<file path="config.mk">
export PLATFORM = sky130hd
export DESIGN_NAME = calc_seq
export DESIGN_NICKNAME = d
export VERILOG_FILES = /design/src/rtl/calc_seq.sv
export SDC_FILE = /design/constraint.sdc
export NUM_CORES = 1
export LEC_CHECK = 0
export CAP_MARGIN = 5
export CORE_ASPECT_RATIO = 0.75
export CORE_MARGIN = 3
export CORE_UTILIZATION = 39
export DETAILED_ROUTE_END_ITERATION = 10
export GPL_TIMING_DRIVEN = 0
export SYNTH_ARGS = -nofsm -noshare
export SYNTH_HDL_FRONTEND = slang
export SYNTH_SLANG_ARGS = --single-unit
</file>
<file path="constraint.sdc">
create_clock -name clk12m -period 3.15 [get_ports clk12m]
set_clock_uncertainty 0.15 [all_clocks]
set_input_delay 0.4725 -clock clk12m [delete_from_list [all_inputs] [get_ports clk12m]]
set_output_delay 0.4725 -clock clk12m [all_outputs]
set_load 0.02 [all_outputs]
</file>
<file path="src/rtl/calc_seq.sv">
// Sequencer for the UART calculator: collects operand/operand/operator bytes, runs the datapath, echoes bytes plus result.
// Transmit strobes wait for tx_busy low with at least one idle cycle between strobes; RX bytes arriving mid-operation are dropped.
module calc_seq #(
    parameter int DP_LAT = 1
) (
    input  logic       clk12m,
    input  logic       rst_n,
    input  logic [7:0] rx_data,
    input  logic       rx_data_rdy,
    output logic [7:0] tx_data,
    output logic       tx_data_rdy,
    input  logic       tx_busy,
    output logic [3:0] dp_a,
    output logic [3:0] dp_b,
    output logic       dp_sub,
    input  logic [4:0] dp_res,
    output logic [4:0] leds,
    output logic       err,
    output logic       drop
);

    localparam logic [3:0] LAT = 4'(DP_LAT);

    typedef enum logic [2:0] {
        IDLE, GET2, GETOP, EXEC, TX1, TX2, TX3, DONE
    } state_t;

    state_t     state;
    logic [7:0] op1_byte;
    logic [7:0] op2_byte;
    logic [3:0] cnt;
    logic       can_send;
    logic       busy_phase;

    function automatic logic [3:0] decode(input logic [7:0] b);
        if (b >= 8'h30 && b <= 8'h3F)
            return b[3:0];
        else if ((b >= 8'h61 && b <= 8'h66) || (b >= 8'h41 && b <= 8'h46))
            return b[3:0] + 4'd9;
        else if (b >= 8'h50 && b <= 8'h5F)
            return b[3:0];
        else
            return 4'd0;
    endfunction

    function automatic logic [7:0] encode(input logic [4:0] r);
        return r[4] ? {4'h5, r[3:0]} : {4'h3, r[3:0]};
    endfunction

    // tx_data_rdy high means a strobe is in flight this cycle, so the next one must wait a cycle.
    assign can_send   = !tx_busy && !tx_data_rdy;
    assign busy_phase = (state == EXEC) || (state == TX1) || (state == TX2) ||
                        (state == TX3)  || (state == DONE);

    always_ff @(posedge clk12m or negedge rst_n) begin
        if (!rst_n) begin
            state       <= IDLE;
            op1_byte    <= 8'h00;
            op2_byte    <= 8'h00;
            cnt         <= 4'd0;
            tx_data     <= 8'h00;
            tx_data_rdy <= 1'b0;
            dp_a        <= 4'd0;
            dp_b        <= 4'd0;
            dp_sub      <= 1'b0;
            leds        <= 5'd0;
            err         <= 1'b0;
            drop        <= 1'b0;
        end else begin
            tx_data_rdy <= 1'b0;
            if (rx_data_rdy && busy_phase)
                drop <= 1'b1;
            case (state)
                IDLE: if (rx_data_rdy) begin
                    op1_byte <= rx_data;
                    drop     <= 1'b0;
                    state    <= GET2;
                end
                GET2: if (rx_data_rdy) begin
                    op2_byte <= rx_data;
                    state    <= GETOP;
                end
                GETOP: if (rx_data_rdy) begin
                    if (rx_data == 8'h2B || rx_data == 8'h2D) begin
                        dp_sub <= (rx_data == 8'h2D);
                        dp_a   <= decode(op1_byte);
                        dp_b   <= decode(op2_byte);
                        err    <= 1'b0;
                        cnt    <= 4'd1;
                        state  <= EXEC;
                    end else begin
                        err   <= 1'b1;
                        state <= IDLE;
                    end
                end
                EXEC: begin
                    if (cnt == LAT) begin
                        leds  <= dp_res;
                        state <= TX1;
                    end else begin
                        cnt <= cnt + 4'd1;
                    end
                end
                TX1: if (can_send) begin
                    tx_data     <= op1_byte;
                    tx_data_rdy <= 1'b1;
                    state       <= TX2;
                end
                TX2: if (can_send) begin
                    tx_data     <= op2_byte;
                    tx_data_rdy <= 1'b1;
                    state       <= TX3;
                end
                TX3: if (can_send) begin
                    tx_data     <= encode(leds);
                    tx_data_rdy <= 1'b1;
                    state       <= DONE;
                end
                // One-cycle tail so IDLE is entered the cycle after the final strobe.
                DONE:    state <= IDLE;
                default: state <= IDLE;
            endcase
        end
    end

endmodule

</file>
### Word level (Yosys, flattened, before mapping)

Index checks and enable logic that the tools add are counted.

| storage, ports and cells | value |
|---|---|
| output and inout port bits | 25 |
| input port bits | 17 |
| register bits | 48 |

| cells by class | value |
|---|---|
| equality and inequality tests | 19 |
| reduce and logical (&&, ||, !) cells | 31 |
| order comparisons | 16 |
| $add $sub $neg | 3 |
| mux-type cells | 30 |

Operators with widths:

| cell | number |
|---|---|
| 8-bit by 7-bit greater-or-equal comparator with 1-bit output (second input constant) | 6 |
| 8-bit by 7-bit less-or-equal comparator with 1-bit output (second input constant) | 6 |
| 4-bit 2-to-1 mux | 9 |
| 8-bit 2-to-1 mux | 3 |
| 3-bit one-hot mux with 8 select lines | 1 |
| 8-bit one-hot mux with 3 select lines | 1 |
| 3-bit 2-to-1 mux | 7 |
| 8-bit by 6-bit equality test with 1-bit output (second input constant) | 2 |
| 8-bit by 6-bit greater-or-equal comparator with 1-bit output (second input constant) | 2 |
| 8-bit by 6-bit less-or-equal comparator with 1-bit output (second input constant) | 2 |
| 2-bit inequality test (second input constant) | 8 |
| 3-bit equality test (second input constant) | 4 |
| 1-bit logical AND | 10 |
| 4-bit adder (second input constant) | 2 |
| 4-bit one-hot mux with 2 select lines | 1 |
| 2-bit AND reduction | 4 |
| 4-bit AND reduction | 2 |
| 1-bit logical OR | 7 |
| 7-bit 2-to-1 mux | 1 |
| 7-bit AND reduction | 1 |
| 3-bit by 2-bit equality test with 1-bit output (second input constant) | 2 |
| 1-bit 2-to-1 mux | 6 |
| 4-bit by 1-bit adder with 4-bit output (second input constant) | 1 |
| 4-bit by 1-bit equality test with 1-bit output (second input constant) | 1 |
| 9 further kinds | 10 |

### Logic depth before layout (Yosys ltp)

Gate-level depths: netlist (run 1).

| logic depth | value |
|---|---|
| depth in word-level cells | 9 |
| depth in mapped cells | 6 |

### Least setup slack after synthesis (run 1)

Ideal clock, no wire load.

| timing path | value |
|---|---|
| path type | flip-flop to flip-flop |
| start | register cnt[1] |
| end | register state[1] |
| data arrival time | 1.505 ns |
| stages on the path, launching flop included | 7 |
| slack | 1.407 ns |
| period minus slack after synthesis | 1.743 ns |
| cell sequence | dfrtp_1 inv_1 ha_1 or3b_2 a32oi_1 a21oi_1 a41oi_1 |

| between the ends | value |
|---|---|
| longest elaborated chain between the ends | 3 |

Ends and longest elaborated chain:

| element | line | text |
|---|---|---|
| start: declaration | 31 | `logic [3:0] cnt;` |
| start signal: assignment | 101 | `cnt <= cnt + 4'd1;` |
| 4-bit by 1-bit equality test with 1-bit output | 97 | `if (cnt == LAT) begin` |
| 2-bit by 1-bit inequality test with 1-bit output (no source line) | n/a |  |
| 7-bit AND reduction (no source line) | n/a |  |
| end signal: assignment | 93 | `state <= IDLE;` |
| end signal: assignment | 99 | `state <= TX1;` |
| end signal: assignment | 107 | `state <= TX2;` |
| end: declaration | 28 | `state_t state;` |

Every way passes these cells.
A chain may end at the register's enable or synchronous reset.

### Worst setup path in the final report (run 1)

| timing path | value |
|---|---|
| start | input rx_data[4] |
| end | register dp_b[3] |

| between the ends | value |
|---|---|
| longest elaborated chain between the ends | 3 |
| elaborated cells on any way between the ends | 4 |
| classes of those cells | 2 x eq/ne; 2 x reduce/logical |

Ends and longest elaborated chain:

| element | line | text |
|---|---|---|
| start: declaration | 8 | `input logic [7:0] rx_data,` |
| 8-bit by 6-bit equality test with 1-bit output | 84 | `if (rx_data == 8'h2B \|\| rx_data == 8'h2D) begin` |
| 1-bit logical OR * | 84 |  |
| 3-bit AND reduction (no source line) * | n/a |  |
| end signal: assignment | 87 | `dp_b <= decode(op2_byte);` |
| end: declaration | 14 | `output logic [3:0] dp_b,` |

Mark *: on every way between the ends. The rest lies on a longest branch, timed or not.

==> results.yml, run 1 <==
route:
  drt_iter0_drc: 105
  ant_nets: 0
  routed_via_density: 5.42
  num_vias: 2026
  first_pass_iters: 4
  drc: 0
  wirelength_um: 6220
  wl_per_cell_um: 16.6
final_layout:
  antennaDiodeCount: 0
  seq_area_um2: 1200
  final_area_um2: 3190
  multi_input_area_um2: 1300
  n_fill_cell: 589
  layout.nets: 323
  drive_above_1_share_pct: 14.2
  syn_to_final_growth_pct: 23.7
place:
  post-dp-hpwl_um: 4820
  place.gp.congestion: 0.842
  placed_area_um2: 3100
  pre_cts_slack_ps: 594
  portBuffers: 41
die:
  fp.coreArea_um2: 6100
  ios: 42
  die_height_um: 76.4
  dieWidth_um: 99.9
  start_util_pct: 42.3
  rows: 24
  die_area_um2: 7630
synthesis:
  synth.most_common_cell: "dfrtp_1"
  synth.top_cell.area_share_pct: 46.6
  synth_seq_cells: 48
  synth_edf_count: 0
  synth_fp_nets: 273
  synth-seq-area-share_pct: 46.6
  synth_common_cells: "48 x dfrtp_1, 24 x nand2_1, 24 x o21ai_0"
  netlist-cell-type-count: 51
  async_flop_share_pct: 100
  syn-cell-area_um2: 2580
  yosys_warnings: 0
  yosys.area.top_type: "dfrtp_1"
  synth_ff_type: "dfrtp_1"
  synth_area_leaders: "dfrtp_1 47%, mux2_2 7.0%, ha_1 4.9%"
  netlist_instances: 246
  postSynthAreaPerCell_um2: 10.5
global_routing:
  grtUsageTotal_pct: 17.3
  gr-total-overflow: 0
  grt_pass1_vias: 1975
  antenna_found_initial: 0
  grt_pass1_wl_um: 10400
  grt_max_degree: 31
sta:
  fin_hold_ws_ps: 334
  slew-limit-headroom_pct: 50.2
  finalCritPeriodShare_pct: 69.5
  fin_tns_setup_ps: 0
  setup_violations: 0
  worstMarginPinSlew_ps: 744
  setup_slack_ps: 962
  min_period_ps: 2190
  finalMaxSlewViolations: 0
  max_freq_mhz: 457
  hold_viol: 0
  grt_setup_unrepaired: "false"
cts:
  clk_transition_reported_paths_ps: 90
  cts_buffers: 5
  clockBufferDepth: 2
  cts_root_buf: "clkbuf_8"
  clk_latency_ps: 300
  htree_levels: 2
  clock_sinks: 48
  post_cts_buffers: 0
  cts_tree: "built"
power_and_ir_drop:
  ir_drop_uv: 378
  power_uw: 2950
  power.density_nw_per_um2: 924
  p_leak_uw: 0.00133
worst_setup_path:
  r2r.worst_path.cells: 3
  startpoint_type: "input pin"
  crit_path_end_kind: "flop"
  crit_type: "input pin to flop"
  crit_required_ps: 3170
  r2r_end: "op2_byte[6]"
  cp.arrival_ps: 2210
  cp_max_fo: 10
  rr_startpoint: "state[1]"
  timing.reg2reg.setup_slack_ps: 1150
min_path:
  min_from: "dp_a[0]"
  hold_class: "flop to flop"
  min_to: "dp_a[0]"
  holdPathStages: 2
flow_run:
  maxCapViolations: 0
status:
  status: "completed"
[layout make-up]
class,instances,area share (%)
buffer,9,1.49
clock buffer,6,2.28
clock inverter,1,0.157
inverter,8,0.942
multi-input combinational,181,40.7
sequential,48,37.7
tap,78,3.06
timing repair buffer,43,13.7
[cell usage in the layout, fill, tap and decap left out, types with 8 or more instances in the layout]
cell             count
ha_1                10
clkdlybuf4s50_1     40
a22o_1               9
mux2_2              16
nand2_1             24
inv_1                8
nor2b_1              9
a21oi_1             16
o21ai_0             24
nor3b_1              8
dfrtp_1             48
[kinds of logic (layout without fill, tap and decap cells)]
family	count (synthesis)	count (layout)	share of synthesized area, %
AO/OA/AOI/OAI	73	73	18.5
multiplexers	16	16	6.99
XOR/XNOR	4	4	1.36
buffers and inverters	17	67	3.01
AND/OR/NAND/NOR	78	78	18.6
adder cells (fa/ha/maj)	10	10	4.85
flip-flops	48	48	46.6
[where the power goes]
part	internal (µW)	switching [µW]	total, µW
sequential	859	295	1150
combinational	702	743	1450
clock	151	195	346
total	1710	1230	2950
[worst max-delay path by stage]
stage	start	end	slack (ps)	cells past startpoint
final	rx_data[4]	dp_b[3]	960	6
after global routing	rx_data[4]	dp_b[3]	810	6
after CTS	rx_data[4]	dp_b[3]	920	6
after detailed placement	rx_data[4]	dp_b[3]	590	6
after global placement	rst_n	cnt[1]	70	1
after floorplan	cnt[1]	state[1]	1410	6
[per-layer routing]
metal | wire length [µm] | up-vias | track usage [%]
met4 | 53 | 0 | 4.50
met3 | 314 | 8 | 4.21
met5 | 0 | - | 0
li1 | - | 989 | -
met1 | 3400 | 973 | 28.0
met2 | 2460 | 56 | 22.2
[registers in the layout, summed over array words and instances (netlist names)]
signal,cells
op2_byte,8
state,3
dp_sub,1
leds,5
tx_data_rdy,1
tx_data,8
dp_a,4
dp_b,4
op1_byte,8
drop,1
err,1
cnt,4
[repair_timing]
action | in CTS | in global routing
endpoints found under the hold margin | 18 | 0
hold buffers | 1 | 0
resized for setup | 0 | 0
[worst max-delay path, stage by stage]
cell             delay, ps
clkdlybuf4s50_1        490
nor4b_4                460
nand4_1                380
buf_6                  270
nand2_1                 60
o21ai_0                 80
[through the flow]
step | util [%] | std cells
6_report | 52.3 | 374
5_1_grt | 52.3 | 374
4_1_cts | 52.3 | 374
3_5_place_dp | 50.9 | 366
3_3_place_gp | 50.6 | 365
2_1_floorplan | - | 246
Note: power is estimated with default switching activity, not from simulation.
==> inputs of run 2 (changes only) <==
clock period = 1.75 ns   (was 3.15 ns; I/O delays follow)
==> results.yml, run 2 (synthesis results as in run 1) <==
die:
  ios: 42
  dieWidth_um: 99.9
  start_util_pct: 42.3
  fp.coreArea_um2: 6100
  die_height_um: 76.4
  die_area_um2: 7630
  rows: 24
worst_setup_path:
  r2r_end: "dp_b[1]"
  startpoint_type: "flop"
  crit_path_end_kind: "flop"
  cp.arrival_ps: 1840
  timing.reg2reg.setup_slack_ps: -9
  cp_max_fo: 4
  crit_type: "flop to flop"
  rr_startpoint: "op2_byte[3]"
  crit_required_ps: 1830
  r2r.worst_path.cells: 4
cts:
  clock_sinks: 48
  clockBufferDepth: 2
  cts_root_buf: "clkbuf_8"
  cts_buffers: 5
  htree_levels: 2
  clk_latency_ps: 300
  cts_tree: "built"
  clk_transition_reported_paths_ps: 90
place:
  pre_cts_slack_ps: -596
  portBuffers: 41
  place.gp.congestion: 0.842
  post-dp-hpwl_um: 4820
  placed_area_um2: 3100
power_and_ir_drop:
  ir_drop_uv: 687
  power.density_nw_per_um2: 1680
  p_leak_uw: 0.00152
  power_uw: 5930
final_layout:
  largestRegisters: "op1_byte: 8 flops, op2_byte: 8 flops, tx_data: 8 flops"
  final_area_um2: 3520
  layout.nets: 338
  syn_to_final_growth_pct: 36.7
  drive_above_1_share_pct: 27.7
  layout_commonest_cell: "dfrtp_1"
  fin_util_pct: 57.8
  layout_common_cells: "41 x dfrtp_1, 30 x clkdlybuf4s50_1, 21 x o21ai_0, 21 x nand2_1, 16 x mux2_2"
  antennaDiodeCount: 0
global_routing:
  grt_pass1_vias: 2059
  antenna_found_initial: 0
  grtUsageTotal_pct: 17.7
  grt_max_degree: 31
  gr-total-overflow: 0
  grt_pass1_wl_um: 10700
route:
  wl_per_cell_um: 16.8
  drc: 0
  drt_iter0_drc: 96
  ant_nets: 0
  num_vias: 2118
  wirelength_um: 6550
  first_pass_iters: 4
  routed_via_density: 5.44
status:
  status: "finished, violations left"
  violations: "negative setup slack"
sta:
  finalCritPeriodShare_pct: 101
  slew-limit-headroom_pct: 57.7
  worstMarginPinSlew_ps: 633
  setup_slack_ps: -9.19
  fin_hold_ws_ps: 286
  finalMaxSlewViolations: 0
  max_freq_mhz: 568
  hold_viol: 0
  grt_setup_unrepaired: "true"
  min_period_ps: 1760
  setup_violations: 2
flow_run:
  maxCapViolations: 0
min_path:
  hold_class: "input pin to async pin"
==> run 2: cell types whose count changed in the layout (fill, tap and decap cells not counted), moves of 4 or more <==
cell             change
nor3b_4              +5
dfrtp_1              -7
a21oi_1              -5
dlymetal6s2s_1       +7
buf_2                -5
nor3b_1              -4
dfrtp_2              +7
a21oi_2              +5
clkdlybuf4s50_1     -10
buf_4               +15
==> run 2: final cells by class <==
type                    instances  area (µm²)
clock inverters                 1        5.00
repair buffers                 59         594
well taps                      78        97.6
fillers                       550        2570
flip-flops and latches         48        1210
inverters                       8        30.0
clock buffers                   6        72.6
multi-input cells             181        1450
plain buffers                   8        60.1
==> run 2: routing by layer <==
metal | up-vias | share of wire [%] | track usage (%)
li1 | 1022 | - | -
met1 | 1026 | 51 | 28.0
met2 | 63 | 41 | 23.8
met3 | 7 | 6.4 | 4.21
met4 | 0 | 1.1 | 4.50
met5 | - | 0 | 0
==> run 2: worst max-delay path by stage <==
| stage | from | to | slack (ps) | cells past startpoint |
|---|---|---|---|---|
| after floorplan | cnt[1] | state[1] | 7 | 6 |
| after global placement | rst_n | cnt[1] | -1120 | 1 |
| after detailed placement | rx_data[4] | dp_b[3] | -600 | 6 |
| after CTS | op2_byte[3] | dp_b[1] | -4 | 4 |
| after global routing | op2_byte[3] | dp_b[1] | -70 | 4 |
| final | op2_byte[3] | dp_b[1] | -9 | 4 |
==> run 2: worst max-delay path, stage by stage (launching register included) <==
cell and delay [ps]:
dfrtp_1 430, or4b_4 580, a311oi_4 250, a22oi_2 150, o21ai_2 140
==> run 2: timing repair <==
item | 4_1_cts | 5_1_grt
setup buffers | 8 | 8
endpoints found under the hold margin | 18 | 0
pin swaps | 5 | 4
hold buffers | 1 | 0
endpoints found under the setup margin | 38 | 42
gates resized for setup | 19 | 40
==> run 2: metrics by stage <==
stage	instances	setup TNS, ps
2_1_floorplan	246	0
3_3_place_gp	365	-67970
3_5_place_dp	366	-14630
4_1_cts	382	-4.15
5_1_grt	389	-267
6_report	389	-14.1
==> run 2: power by group <==
group | internal (µW) | total [µW] | leakage (µW) | switching [µW]
clock network | 272 | 622 | 0.0000410 | 349
registers | 1560 | 2090 | 0.000586 | 526
logic | 1620 | 3220 | 0.000896 | 1590
total | 3460 | 5930 | 0.00152 | 2470
